[src/rtl/vscale_src_a_seq_xvec.sv]
// Operand-A source for the xvec datapath. On an input handshake it selects the
// full-width vector operand (rs1 lanes, PC, zero or rs1 lane-0 broadcast) and
// registers it. It then streams the operand to the beat-sliced vector ALU as
// NUM_LANES/LANES_PER_BEAT beats under valid/ready flow control.
module vscale_src_a_seq_xvec #(
    parameter int XPR_LEN        = 32,
    parameter int NUM_LANES      = 32,
    parameter int LANES_PER_BEAT = 8,
    parameter int SEL_WIDTH      = 2,
    localparam int NUM_BEATS     = NUM_LANES / LANES_PER_BEAT,
    localparam int IDX_W         = (NUM_BEATS > 1) ? $clog2(NUM_BEATS) : 1
) (
    input  logic                                clk,
    input  logic                                reset,
    input  logic                                in_valid,
    output logic                                in_ready,
    input  logic [SEL_WIDTH-1:0]                src_a_sel,
    input  logic [XPR_LEN-1:0]                  PC_DX,
    input  logic [NUM_LANES*XPR_LEN-1:0]        rs1_data,
    output logic                                out_valid,
    input  logic                                out_ready,
    output logic [LANES_PER_BEAT*XPR_LEN-1:0]   alu_src_a,
    output logic [IDX_W-1:0]                    out_beat_idx,
    output logic                                out_last,
    output logic                                busy
);

    localparam int OP_W   = NUM_LANES * XPR_LEN;
    localparam int BEAT_W = LANES_PER_BEAT * XPR_LEN;

    localparam logic [SEL_WIDTH-1:0] SEL_RS1   = SEL_WIDTH'(0);
    localparam logic [SEL_WIDTH-1:0] SEL_PC    = SEL_WIDTH'(1);
    localparam logic [SEL_WIDTH-1:0] SEL_ZERO  = SEL_WIDTH'(2);
    localparam logic [SEL_WIDTH-1:0] SEL_BCAST = SEL_WIDTH'(3);

    localparam logic [IDX_W-1:0] LAST_IDX    = IDX_W'(NUM_BEATS - 1);
    localparam logic             SINGLE_BEAT = (NUM_BEATS == 1) ? 1'b1 : 1'b0;

    typedef enum logic [0:0] {
        ST_IDLE = 1'b0,
        ST_SEND = 1'b1
    } state_t;

    state_t                 state_r;
    logic [OP_W-1:0]        operand_r;
    logic [IDX_W-1:0]       beat_idx_r;
    logic                   out_valid_r;
    logic                   out_last_r;
    logic [BEAT_W-1:0]      alu_src_a_r;

    logic                   in_ready_s;
    logic                   accept_s;
    logic                   beat_hs_s;
    logic [IDX_W-1:0]       next_idx_s;
    logic [BEAT_W-1:0]      next_beat_s;
    logic [OP_W-1:0]        sel_operand_s;

    // Build the full-width operand for a given select; no lane arithmetic.
    function automatic logic [OP_W-1:0] select_operand(
        input logic [SEL_WIDTH-1:0] sel,
        input logic [XPR_LEN-1:0]   pc,
        input logic [OP_W-1:0]      rs1
    );
        logic [OP_W-1:0] op;
        op = {OP_W{1'b0}};
        case (sel)
            SEL_RS1:   op = rs1;
            SEL_PC:    op[XPR_LEN-1:0] = pc;
            SEL_ZERO:  op = {OP_W{1'b0}};
            SEL_BCAST: begin
                for (int i = 0; i < NUM_LANES; i++) begin
                    op[i*XPR_LEN +: XPR_LEN] = rs1[XPR_LEN-1:0];
                end
            end
            default:   op = {OP_W{1'b0}};
        endcase
        return op;
    endfunction

    // Input readiness: always free when idle, otherwise only as the last beat leaves.
    always_comb begin
        in_ready_s = 1'b0;
        case (state_r)
            ST_IDLE: in_ready_s = 1'b1;
            ST_SEND: in_ready_s = out_ready && out_last_r;
            default: in_ready_s = 1'b0;
        endcase
    end

    // Handshakes, operand selection and the slice for the following beat.
    always_comb begin
        accept_s      = in_valid && in_ready_s;
        beat_hs_s     = out_valid_r && out_ready;
        sel_operand_s = select_operand(src_a_sel, PC_DX, rs1_data);
        if (beat_idx_r == LAST_IDX) begin
            next_idx_s = {IDX_W{1'b0}};
        end else begin
            next_idx_s = beat_idx_r + IDX_W'(1);
        end
        next_beat_s = operand_r[int'(next_idx_s) * BEAT_W +: BEAT_W];
    end

    // Sequencer: capture on accept, advance on beat handshake, drop to idle after the last beat.
    always_ff @(posedge clk) begin
        if (!reset) begin
            state_r     <= ST_IDLE;
            operand_r   <= {OP_W{1'b0}};
            beat_idx_r  <= {IDX_W{1'b0}};
            out_valid_r <= 1'b0;
            out_last_r  <= 1'b0;
            alu_src_a_r <= {BEAT_W{1'b0}};
        end else if (accept_s) begin
            // Accept also covers the back-to-back case on the last beat handshake.
            state_r     <= ST_SEND;
            operand_r   <= sel_operand_s;
            beat_idx_r  <= {IDX_W{1'b0}};
            out_valid_r <= 1'b1;
            out_last_r  <= SINGLE_BEAT;
            alu_src_a_r <= sel_operand_s[BEAT_W-1:0];
        end else begin
            case (state_r)
                ST_IDLE: begin
                    state_r <= ST_IDLE;
                end
                ST_SEND: begin
                    if (beat_hs_s) begin
                        if (out_last_r) begin
                            state_r     <= ST_IDLE;
                            beat_idx_r  <= {IDX_W{1'b0}};
                            out_valid_r <= 1'b0;
                            out_last_r  <= 1'b0;
                            alu_src_a_r <= {BEAT_W{1'b0}};
                        end else begin
                            beat_idx_r  <= next_idx_s;
                            out_last_r  <= (next_idx_s == LAST_IDX);
                            alu_src_a_r <= next_beat_s;
                        end
                    end
                end
                default: begin
                    state_r     <= ST_IDLE;
                    beat_idx_r  <= {IDX_W{1'b0}};
                    out_valid_r <= 1'b0;
                    out_last_r  <= 1'b0;
                    alu_src_a_r <= {BEAT_W{1'b0}};
                end
            endcase
        end
    end

    assign in_ready     = in_ready_s;
    assign out_valid    = out_valid_r;
    assign busy         = out_valid_r;
    assign out_last     = out_last_r;
    assign out_beat_idx = beat_idx_r;
    assign alu_src_a    = alu_src_a_r;

endmodule

[config.mk]
export PLATFORM = sky130hd
export DESIGN_NAME = vscale_src_a_seq_xvec
export DESIGN_NICKNAME = d
export VERILOG_FILES = /design/src/rtl/vscale_src_a_seq_xvec.sv
export SDC_FILE = /design/constraint.sdc
export NUM_CORES = 2
export LEC_CHECK = 0
export BUFFER_PORTS_ARGS = -buffer_cell sky130_fd_sc_hd__buf_4
export CORE_AREA = 2 2 519 521
export DETAILED_ROUTE_END_ITERATION = 8
export DIE_AREA = 0 0 521 523
export GPL_ROUTABILITY_DRIVEN = 0
export MAX_ROUTING_LAYER = met4
export SYNTH_ARGS = -nofsm -noshare
export SYNTH_HDL_FRONTEND = slang
export SYNTH_SLANG_ARGS = --single-unit
[constraint.sdc]
create_clock -name clk -period 2.65 [get_ports clk]
set_input_delay 0.3975 -clock clk [delete_from_list [all_inputs] [get_ports clk]]
set_output_delay 0.3975 -clock clk [all_outputs]
set_load 0.02 [all_outputs]
==> results.yml <==
run_status:
  status: "finished clean"
logic_synthesis:
  ys.flop_type: "dfxtp_1"
  avgSynthCellArea_sq_um: 8.51
  synth.distinct_cells: 32
  synth-edff-count: 0
  ys_ff_latch: 1285
  synth_nets: 7479
  ys_async_sr_fraction: 0
  yosysSeqAreaShare: 0.472
  yosysWarningCount: 0
  synth.cell_area_sq_um: 54600
  syn_inst: 6412
timing:
  fin_crit_sh: 0.926
  finalSetupViolations: 0
  rsz0062_at_grt: "no"
  holdWs_ps: 92.0
  clock_skew_ps: 43.3
  period_needed_ps: 2450
  max_slew.worst_pin.slew_ps: 1170
  relSlewSlack: 0.216
  slew_viol_final: 0
  setup_tns_ps: 0
  fmax_mhz: 408
  hold_viol: 0
clock_tree:
  cts_buffer_depth: 3
  cts-root-buf: "clkbuf_16"
  clk_pin_slew_ps: 60
  cts.sinks: 1285
  cts.repair.resized: 0
  cts_tree: "yes"
  htreeDepth: 4
  cts_made_buffers: 150
  clk_latency_ps: 810
cells_and_area:
  final_cells: 12400
  nNetsFinal: 9638
  final_cell_mix: "buf_4, nand2_1, dfxtp_1"
  drive_gt1_frac: 0.249
  layout_commonest_cell: "buf_4"
  nFillCells: 27700
  area.growth.synth_to_final_pct: 57.4
  fin_util: 0.322
critical_path:
  crit_path_start_kind: "flip-flop"
  worstPathArrival_ps: 3020
  path_class: "reg -> reg"
  endpoint_kind: "flip-flop"
  required_ps: 3210
  cp_max_fo: 29
power_and_ir_drop:
  combinationalPowerShare: 0.168
  p_sw_frac: 0.283
  clkPwrFrac: 0.429
  ir_drop_mv: 0.581
  fin_total_pwr_mw: 51.1
  power_density_nw_per_um2: 595
  p_leak_nw: 31.9
  internal_power_mw: 36.6
  p_sw_mw: 14.5
  seq_power_share: 0.402
grt:
  overflow: 0
  track_usage: 0.244
  grt_max_degree: 96
  antenna_found_initial: 212
  grt_pass1_vias: 57900
  grt_pass1_wl_mm: 458
floorplanning:
  floorplan.initialDensity: 0.204
  coreArea_sq_um: 267000
  die_y_microns: 523
  fp.dieW_microns: 521
  rows: 190
  dieArea_sq_um: 272000
  pin_count: 1324
worst_hold_path:
  min_path_type: "in -> reg"
drt:
  vias: 60800
  ant_nets: 0
  drtIter0Drc: 6553
  firstDrtPassIters: 7
  wl_per_cell_microns: 27.2
  drc: 0
  routed_wl_mm: 338
  vias_per_cell: 4.88
job:
  max-cap-violations: 0
placed_design:
  portBuffers: 1323
  hpwl_mm: 255
  placed_cells: 10900
## cells in the mapped netlist (3+ instances only)
master / n / share of area
nand2_1: 1375 / 0.095
dfxtp_1: 1285 / 0.47
o21ai_0: 1247 / 0.11
a21oi_1: 1030 / 0.094
clkbuf_1: 338 / 0.023
a31oi_1: 255 / 0.029
mux4_2: 255 / 0.11
nand2b_1: 255 / 0.029
buf_2: 155 / 0.014
clkbuf_2: 99 / 0.0091
and2_1: 34 / 0.0039
buf_4: 20 / 0.0028
buf_1: 19 / 0.0013
buf_6: 10 / 0.0021
inv_1: 7 / 0.00048
nor2_1: 6 / 0.00041
ha_1: 5 / 0.0011
a22oi_1: 3 / 0.00041
## per-layer routing
metal  vias up  track usage  part of all wire
li1      27100            -                 -
met4         0        0.136             0.064
met3       764       0.0668             0.098
met5         -            -                 0
met2      3559        0.370              0.44
met1     29400        0.292              0.40
## worst max-delay path: stages (launching register included)
cell and delay, ps:
dfxtp_1 380, a21bo_2 300, nand2_2 210, buf_12 270, nand2_1 130, nor2_1 920
## logic make-up (layout without fill, tap and decap cells)
group	count (synthesis)	in the layout	synth area share
compound gates	2542	2542	0.240
simple gates	1675	1675	0.129
flops	1285	1285	0.472
buf+inv	648	2931	0.0532
mux	257	257	0.106
fa+ha+maj	5	5	0.00115
other cells	0	202	0
## power by group through the flow
stage          Clock [mW]  Combinational (mW)  Sequential (mW)
5_1_grt              23.0                9.02             20.6
2_1_floorplan           0                2.60             21.1
6_report             21.9                8.61             20.5
3_5_place_dp            0                6.95             20.9
4_1_cts              22.3                8.52             20.5
3_3_place_gp            0                6.92             20.9
## registers in the layout, summed over array words and instances (netlist names)
signal	count
operand_r	1024
alu_src_a	256
out_beat_idx	2
busy	1
out_last	1
state_r	1
## repair_timing
action | 4_1_cts | 5_1_grt
setup buffers | 0 | 0
hold buffers | 1033 | 0
endpoints found under the hold margin | 1078 | 0
## final timing paths
check / start / slack [ps] / endpoint / depth (start not counted)
worst max-delay path: state_r / 200 / out_last / 5
worst min-delay path: rs1_data[1] / 90 / operand_r[1] / 5
worst max register to register: state_r / 200 / out_last / 5
worst min register to register: operand_r[419] / 450 / operand_r[419] / 2
## cell type report
type	count	area (sq um)	share of cell area
well taps	3552	4440	0.0518
diodes	202	505	0.00589
clock buffers	224	4460	0.0520
flip-flops and latches	1285	25700	0.300
inverters	7	27.5	0.000321
clock inverters	52	698	0.00813
multi-input cells	4479	26100	0.304
repair buffers	2648	23900	0.278
## per-stage QoR
stage	area [sq um]	worst slack [ps]
final	85900	196
after global routing	85700	98.9
after CTS	85300	134
after detailed placement	69800	118
after global placement	69800	-701
after floorplan	54600	-105
No activity file was read; power rests on OpenSTA's default activity.
